--- src/rtl/mem_hier_ctrl.sv ---
// Purpose : miss controller shared by I-cache and D-cache in front of one unified line-wide memory.
// Latency : hits 0 cycles; clean miss = 2 + memory latency; dirty D miss adds one writeback transaction.
// Backpress: one miss in flight at a time; the losing/other port waits (hits on the idle port still served).
//
// Ports:
//   clk, rst_n                 clock, asynchronous active-low reset
//   i_req/i_addr/i_hit         fetch request, word address, I-cache tag match
//   i_rdy/i_sel/i_we           fetch word valid, word select, I-cache line fill strobe
//   d_re/d_we/d_addr           load / store request and word address
//   d_hit/d_dirty              D-cache tag match, resident line dirty
//   d_victim_la/d_victim_line  resident D line address and data (writeback source)
//   d_rdy/d_we_line            load/store accepted, D-cache line fill strobe
//   fill_data                  registered memory read data, shared by both fills
//   m_addr/m_re/m_we/m_wr_data memory line command (registered)
//   m_rd_data/m_rdy            memory read data, one-cycle completion pulse
//
// Optional feature: define MEM_HIER_RR_ARB_EN for round-robin arbitration between
// simultaneous I and D misses; otherwise a D miss always wins.

module mem_hier_ctrl #(
    parameter int ADDR_W     = 16,
    parameter int WORD_W     = 16,
    parameter int LINE_WORDS = 4,
    localparam int OFF_W     = $clog2(LINE_WORDS),
    localparam int LINE_W    = WORD_W * LINE_WORDS,
    localparam int LA_W      = ADDR_W - OFF_W
) (
    input  logic              clk,
    input  logic              rst_n,
    // instruction side
    input  logic              i_req,
    input  logic [ADDR_W-1:0] i_addr,
    input  logic              i_hit,
    output logic              i_rdy,
    output logic [OFF_W-1:0]  i_sel,
    output logic              i_we,
    // data side
    input  logic              d_re,
    input  logic              d_we,
    input  logic [ADDR_W-1:0] d_addr,
    input  logic              d_hit,
    input  logic              d_dirty,
    input  logic [LA_W-1:0]   d_victim_la,
    input  logic [LINE_W-1:0] d_victim_line,
    output logic              d_rdy,
    output logic              d_we_line,
    // shared fill bus
    output logic [LINE_W-1:0] fill_data,
    // memory port
    output logic [LA_W-1:0]   m_addr,
    output logic              m_re,
    output logic              m_we,
    output logic [LINE_W-1:0] m_wr_data,
    input  logic [LINE_W-1:0] m_rd_data,
    input  logic              m_rdy
);

    typedef enum logic [2:0] {
        S_IDLE   = 3'd0,
        S_WB     = 3'd1,
        S_RD_D   = 3'd2,
        S_FILL_D = 3'd3,
        S_RD_I   = 3'd4,
        S_FILL_I = 3'd5
    } state_t;

    state_t             r_state;
    state_t             w_state_nx;

    logic               r_m_re;
    logic               r_m_we;
    logic [LA_W-1:0]    r_m_addr;
    logic [LINE_W-1:0]  r_m_wr_data;
    logic [LINE_W-1:0]  r_fill_data;
    // D miss line address, kept across the writeback so the refill reads the right line
    logic [LA_W-1:0]    r_d_la;

    logic               w_m_re_nx;
    logic               w_m_we_nx;
    logic [LA_W-1:0]    w_m_addr_nx;
    logic [LINE_W-1:0]  w_m_wr_data_nx;
    logic [LA_W-1:0]    w_d_la_nx;
    logic               w_fill_ld;

    logic               w_i_miss;
    logic               w_d_miss;
    logic               w_grant_d;
    logic               w_grant_i;
    logic               w_d_busy;

    // word offset of the data address is only meaningful to the cache array
    logic               w_unused_d_off;
    assign w_unused_d_off = ^d_addr[OFF_W-1:0];

    // ------------------------------------------------------------------
    // Hit path: combinational, served in any state unless that port is
    // itself mid-miss (hit-under-miss on the other port).
    // ------------------------------------------------------------------
    assign w_d_busy = (r_state == S_WB) || (r_state == S_RD_D) || (r_state == S_FILL_D);
    assign i_rdy    = i_req & i_hit & (r_state != S_FILL_I);
    assign d_rdy    = (d_re | d_we) & d_hit & ~w_d_busy;
    assign i_sel    = i_addr[OFF_W-1:0];

    assign i_we      = (r_state == S_FILL_I);
    assign d_we_line = (r_state == S_FILL_D);

    assign fill_data = r_fill_data;
    assign m_addr    = r_m_addr;
    assign m_re      = r_m_re;
    assign m_we      = r_m_we;
    assign m_wr_data = r_m_wr_data;

    // ------------------------------------------------------------------
    // Arbitration between simultaneous misses
    // ------------------------------------------------------------------
    assign w_i_miss = i_req & ~i_hit;
    assign w_d_miss = (d_re | d_we) & ~d_hit;

`ifdef MEM_HIER_RR_ARB_EN
    // 1 = D was granted last; reset value says I went last so D wins the first tie
    logic r_last_d;

    assign w_grant_d = w_d_miss & (~w_i_miss | ~r_last_d);

    always_ff @(posedge clk or negedge rst_n) begin
        if (!rst_n) begin
            r_last_d <= 1'b0;
        end else if ((r_state == S_IDLE) && (w_grant_d || w_grant_i)) begin
            r_last_d <= w_grant_d;
        end
    end
`else
    assign w_grant_d = w_d_miss;
`endif

    assign w_grant_i = w_i_miss & ~w_grant_d;

    // ------------------------------------------------------------------
    // FSM next state and next memory command
    // ------------------------------------------------------------------
    always_comb begin
        w_state_nx     = r_state;
        w_m_re_nx      = r_m_re;
        w_m_we_nx      = r_m_we;
        w_m_addr_nx    = r_m_addr;
        w_m_wr_data_nx = r_m_wr_data;
        w_d_la_nx      = r_d_la;
        w_fill_ld      = 1'b0;

        case (r_state)
            S_IDLE: begin
                if (w_grant_d) begin
                    w_d_la_nx = d_addr[ADDR_W-1:OFF_W];
                    if (d_dirty) begin
                        // victim must reach memory before the refill overwrites it
                        w_state_nx     = S_WB;
                        w_m_we_nx      = 1'b1;
                        w_m_addr_nx    = d_victim_la;
                        w_m_wr_data_nx = d_victim_line;
                    end else begin
                        w_state_nx  = S_RD_D;
                        w_m_re_nx   = 1'b1;
                        w_m_addr_nx = d_addr[ADDR_W-1:OFF_W];
                    end
                end else if (w_grant_i) begin
                    w_state_nx  = S_RD_I;
                    w_m_re_nx   = 1'b1;
                    w_m_addr_nx = i_addr[ADDR_W-1:OFF_W];
                end
            end
            S_WB: begin
                if (m_rdy) begin
                    // write drops and read rises on the same edge: never both high
                    w_state_nx  = S_RD_D;
                    w_m_we_nx   = 1'b0;
                    w_m_re_nx   = 1'b1;
                    w_m_addr_nx = r_d_la;
                end
            end
            S_RD_D: begin
                if (m_rdy) begin
                    w_state_nx = S_FILL_D;
                    w_m_re_nx  = 1'b0;
                    w_fill_ld  = 1'b1;
                end
            end
            S_RD_I: begin
                if (m_rdy) begin
                    w_state_nx = S_FILL_I;
                    w_m_re_nx  = 1'b0;
                    w_fill_ld  = 1'b1;
                end
            end
            S_FILL_D: w_state_nx = S_IDLE;
            S_FILL_I: w_state_nx = S_IDLE;
            default:  w_state_nx = S_IDLE;
        endcase
    end

    // ------------------------------------------------------------------
    // State and registered outputs
    // ------------------------------------------------------------------
    always_ff @(posedge clk or negedge rst_n) begin
        if (!rst_n) begin
            r_state     <= S_IDLE;
            r_m_re      <= 1'b0;
            r_m_we      <= 1'b0;
            r_m_addr    <= '0;
            r_m_wr_data <= '0;
            r_fill_data <= '0;
            r_d_la      <= '0;
        end else begin
            r_state     <= w_state_nx;
            r_m_re      <= w_m_re_nx;
            r_m_we      <= w_m_we_nx;
            r_m_addr    <= w_m_addr_nx;
            r_m_wr_data <= w_m_wr_data_nx;
            r_d_la      <= w_d_la_nx;
            if (w_fill_ld) begin
                r_fill_data <= m_rd_data;
            end
        end
    end

endmodule

--- config.mk ---
export PLATFORM = sky130hd
export DESIGN_NAME = mem_hier_ctrl
export DESIGN_NICKNAME = d
export VERILOG_FILES = /design/src/rtl/mem_hier_ctrl.sv
export SDC_FILE = /design/constraint.sdc
export NUM_CORES = 1
export LEC_CHECK = 0
export CORE_MARGIN = 4
export CORE_UTILIZATION = 42
export CTS_BUF_LIST = sky130_fd_sc_hd__clkbuf_8
export DETAILED_ROUTE_END_ITERATION = 12
export GPL_TIMING_DRIVEN = 1
export HOLD_SLACK_MARGIN = 0.02
export PLACE_DENSITY_LB_ADDON = 0.2
export SETUP_SLACK_MARGIN = 0.15
export SLEW_MARGIN = 15
export SYNTH_ARGS = -nofsm -noshare
export SYNTH_HDL_FRONTEND = slang
export SYNTH_SLANG_ARGS = --single-unit
--- constraint.sdc ---
create_clock -name clk -period 1.7 [get_ports clk]
set_input_delay 0.34 -clock clk [delete_from_list [all_inputs] [get_ports clk]]
set_output_delay 0.34 -clock clk [all_outputs]
set_load 0.05 [all_outputs]
; Yosys cells after proc, flatten, opt, wreduce, memory -nomap -nowiden
; Cells that the tools add are included.
[totals]
inputBits = 183
reg_bits = 161
out_inout_bits = 150
[op_classes]
n_eq_ne = 14
bitwise_logic = 12
mux = 23
n_reduce_logical = 12
[op_table]
columns = cell, n
row1 = 14-bit two-way mux, 4
row2 = 14-bit one-hot mux with 2 select lines, 1
row3 = 3-bit two-way mux, 5
row4 = 3-bit one-hot mux with 4 select lines, 1
row5 = 2-bit != test (second input constant), 5
row6 = 1-bit two-way mux, 9
row7 = 3-bit != test (second input constant), 3
row8 = 4-bit AND reduction, 2
row9 = 1-bit bitwise AND, 7
row10 = 3-bit by 2-bit equality test with 1-bit output (second input constant), 2
row11 = 3-bit equality test (second input constant), 2
row12 = 3-bit AND reduction, 2
row13 = 5-bit AND reduction, 1
row14 = 1-bit inverter, 4
row15 = 3-bit by 1-bit equality test with 1-bit output (second input constant), 1
row16 = 3-bit logical NOT, 1
row17 = 1-bit one-hot mux with 3 select lines, 1
row18 = 3-bit nonzero test, 1
row19 = 1-bit logical OR, 2
row20 = 2-bit two-way mux, 1
row21 = 2-bit by 1-bit != test with 1-bit output (second input constant), 1
row22 = 1-bit one-hot mux with 2 select lines, 1
row23 = 2-bit AND reduction, 1
row24 = 2-bit nonzero test, 1
row25 = 2 further kinds, 2

; Depth between registers and ports, before layout
; Gate-level depths: netlist of run 1.
[logic_depth]
word_depth = 7
ltp_mapped = 7
mapped_depth_nobuf = 4

; Worst setup path after synthesis of run 1
; OpenSTA, ideal clock, no wires.
[synth_timing]
kind = register to output
startpoint = register r_state[0]
endpoint = output i_rdy
t_required_ns = 1.360
stages_incl_launch_ff = 5
path_slack_ns = -0.404
arrival_ns = 1.764
path_buffers = 1
path_cell_list = dfrtp_1 -> clkbuf_2 -> and2b_1 -> and2_1 -> nor2_1
[synth_between]
elab_chain_cells = 2
[synth_rtl]
columns = item, line
row1 = "start, declared", 67  ; state_t r_state;
row2 = "start signal, assigned", 213  ; r_state <= w_state_nx;
row3 = 3-bit != test, 100  ; assign i_rdy = i_req & i_hit & (r_state != S_FILL_I);
row4 = 1-bit bitwise AND, 100
row5 = "end, declared", 34  ; output logic i_rdy,
; Every way passes these cells.

; Final worst setup path of run 1
; Ends and elaborated chain as after synthesis.

==> flow_summary_export.csv, run 1 <==
group,metric,value,unit
worst_hold_path,hold_path_class,"in2async",
synth,syn-num-nets,641,
worst_setup_path,worstSetupEndpointType,"output port",
pwr,peakVddDrop,1170,µV
cts,cts_num_sinks,161,
synth,synth_fa_ha_area_share,0,%
final_layout,diodes,0,
synth,synth-simple-area-share,4.08,%
sta,hold_viol,0,
detailed_routing,drc,0,
floorplanning,core,15900,µm²
placed_design,io_buffer_count,326,
detailed_routing,drt_pass1_iterations,4,
sta,worst_slew_pin_slew,0.464,ns
detailed_routing,routedWlPerCell,21.3,µm
synth,ys.flop_type,"dfrtp_1",
final_layout,syn_to_final_growth,75.7,%
worst_setup_path,crit_fanout,2,
global_routing,antenna_found_initial,0,
synth,synthTopCellsByCount,"dfrtp_1, mux2_2, mux2_4, nand2_1",
cts,insertion_delay,0.46,ns
synth,netlist_area,6820,µm²
pwr,power_density,2280,nW/µm²
synth,ys_seq_area_share,59.1,%
worst_setup_path,worst-setup-path-type,"reg2out",
worst_setup_path,arrival,1.56,ns
floorplanning,rows,46,
sta,layout_setup_ws,-0.199,ns
synth,synth.most_common_cell,"dfrtp_1",
detailed_routing,avgViaCountPerCell,4.92,
run_status,status,"complete, but fails checks",
cts,clockBufferDepth,2,
worst_setup_path,reg2reg_slack,-0.11,ns
sta,worst_hold_slack,0.411,ns
synth,synth_edf_count,0,
job,drv_cap,0,
synth,yosysTopAreaCell,"dfrtp_1",
sta,setup_viol,87,
cts,cts_tree,"done",
global_routing,overflow,0,
run_status,violations,"negative setup slack",
pwr,power.leakage,5.57,nW
floorplanning,die_area,18300,µm²
worst_setup_path,rr_worst_depth,8,
global_routing,grt_max_degree,45,
synth,synth_mux_area_share,28.2,%
global_routing,grt_pass1_wl,33700,µm
floorplanning,die_w,135,µm
worst_setup_path,startpoint,"r_state[0]$_DFFE_PN0P_",
global_routing,grt_pass1_vias,5795,
floorplanning,io_pins,333,
synth,synth_xor_area_share,0.129,%
sta,slew_headroom,69.1,%
placed_design,place.gp.congestion,0.807,
detailed_routing,ant_nets,0,
sta,rsz0062_at_grt,"true",
worst_setup_path,start_kind,"flip-flop",
floorplanning,die_y,135,µm
synth,synth_top_family_by_area,"multiplexers",
sta,fin_crit,1.90,ns
synth,synth_compound_area_share,4.30,%
worst_setup_path,cp.required,1.36,ns
sta,fin_skew,0.0169,ns
cts,h-tree-depth,4,
synth,netlist_instances,458,
synth,async_flop_share,100,%
synth,synth_top_area_share,59.1,%
cts,clkSlewWorstSetupHoldPaths,0.09,ns
synth,synth.area.top_cells,"dfrtp_1, mux2_2, mux2_4",
cts,cts_buffers,17,
floorplanning,start_util,42.9,%
cts,clockRootBuffer,"clkbuf_8",
detailed_routing,drtIter0Drc,194,
final_layout,fill_cells,991,
synth,postSynthAreaPerCell,14.9,µm²
detailed_routing,wl,23000,µm
synth,synth.distinct_cells,32,
final_layout,nNetsFinal,1033,
detailed_routing,via_count,5307,
sta,fmax,0.526,GHz
final_layout,drive_gt1_share,50.9,%
synth,synth_seq_cells,161,
placed_design,dp.cells,997,
sta,finalMaxSlewViolations,0,
placed_design,place.detailed.hpwl,14800,µm
sta,period_share,112,%
worst_setup_path,r2r-start,"r_state[0]$_DFFE_PN0P_",
global_routing,track_usage,24.1,%
final_layout,finalNonFillerCells,1079,
synth,yosys_warnings,0,
-- sequential cells by signal, indices dropped and copies added (netlist names) --
signal and flops:
r_state 3, r_d_la 14, m_we 1, m_addr 14, m_re 1, fill_data 64, m_wr_data 64
-- cell usage in the layout, fill, tap and decap left out, drive strengths merged --
master / synthesis / final
a21oi: 2 / 2
a21boi: 1 / 1
dlygate4sd3: 0 / 1
and2: 3 / 3
clkdlybuf4s50: 0 / 177
clkinv: 0 / 5
a21o: 1 / 1
xor2: 1 / 1
dfrtp: 161 / 161
a221o: 1 / 1
o211ai: 14 / 14
nand3: 2 / 2
mux2: 142 / 142
and2b: 1 / 1
nand2b: 3 / 3
inv: 4 / 8
nor2b: 2 / 2
a41oi: 1 / 1
nor2: 17 / 17
a31oi: 14 / 14
o221a: 1 / 1
o311a: 1 / 1
nor3: 1 / 1
o21ba: 1 / 1
clkbuf: 3 / 21
mux2i: 14 / 14
buf: 29 / 225
clkinvlp: 0 / 1
bufinv: 0 / 3
o21ai: 2 / 2
nand2: 33 / 33
a22oi: 2 / 2
and3: 1 / 1
-- layer usage --
layer | wire (µm) | track usage, % | vias up
met5 | 0 | 0 | -
met1 | 8800 | 28.8 | 2626
met2 | 11900 | 41.1 | 239
met3 | 1750 | 7.58 | 36
li1 | - | - | 2406
met4 | 554 | 8.40 | 0
-- worst paths after layout --
check,end
hold reg to reg,m_wr_data[40]$_DFFE_PN0P_
min in group clk,m_wr_data[36]$_DFFE_PN0P_
setup / recovery,i_rdy
max in group asynchronous,r_state[2]$_DFFE_PN0P_
setup reg to reg,m_wr_data[27]$_DFFE_PN0P_
hold / removal,fill_data[8]$_DFFE_PN0P_
-- kinds of logic (layout without fill, tap and decap cells) --
group	after synthesis	after routing
AOI/OAI and AO/OA	41	41
xor gates and xnor gates	1	1
buffers and inverters	36	441
DFF	161	161
muxes	156	156
and+or+nand+nor	63	63
-- final cells by class --
cell class | count | area [µm²] | area share (%)
Clock inverter | 13 | 161 | 1.35
Clock buffer | 19 | 262 | 2.18
Inverter | 4 | 20.0 | 0.167
Sequential cell | 161 | 4030 | 33.6
Multi-Input combinational cell | 261 | 3080 | 25.7
Tap cell | 216 | 270 | 2.26
Timing Repair Buffer | 405 | 4160 | 34.7
-- critical path: stages (launching register included) --
cell	delay [ns]
dfrtp_1	0.40
buf_6	0.12
and2b_2	0.19
and2_4	0.16
nor2_4	0.10
buf_12	0.14
-- where the power goes --
group / internal, mW / total (mW) / switching (mW)
clock network: 1.54 / 2.99 / 1.45
registers: 5.80 / 7.09 / 1.29
logic: 7.27 / 17.2 / 9.96
total: 14.6 / 27.3 / 12.7
-- stage by stage --
stage	TNS, ns	utilization, %	cell area [µm²]	setup WS, ns	total power, mW
5_1_grt	-10.01	75.4	12000	-0.252	28.3
4_1_cts	-3.79	73.5	11700	-0.243	26.6
6_report	-4.87	75.4	12000	-0.199	27.3
3_5_place_dp	-37.72	63.9	10200	-0.357	21.3
3_3_place_gp	-33.74	63.9	10200	-0.277	20.9
2_1_floorplan	0	-	6830	0.163	16.6
-- timing repair --
item                                   in CTS  in global routing
setup buffers                              24                  9
gates cloned                               14                  2
setup endpoints to repair                 117                162
hold buffers                                1                  0
endpoints found under the hold margin      38                  0
pin swaps                                  10                  8
gates resized for setup                   129                 25
Power figures use the tool's default switching activity.
==> run 2, diff against run 1 <==
- ABC_CLOCK_PERIOD_IN_PS: not set -> 1700
==> results of run 2 <==
Final layout, timing and power as in run 1 (identical DEF).
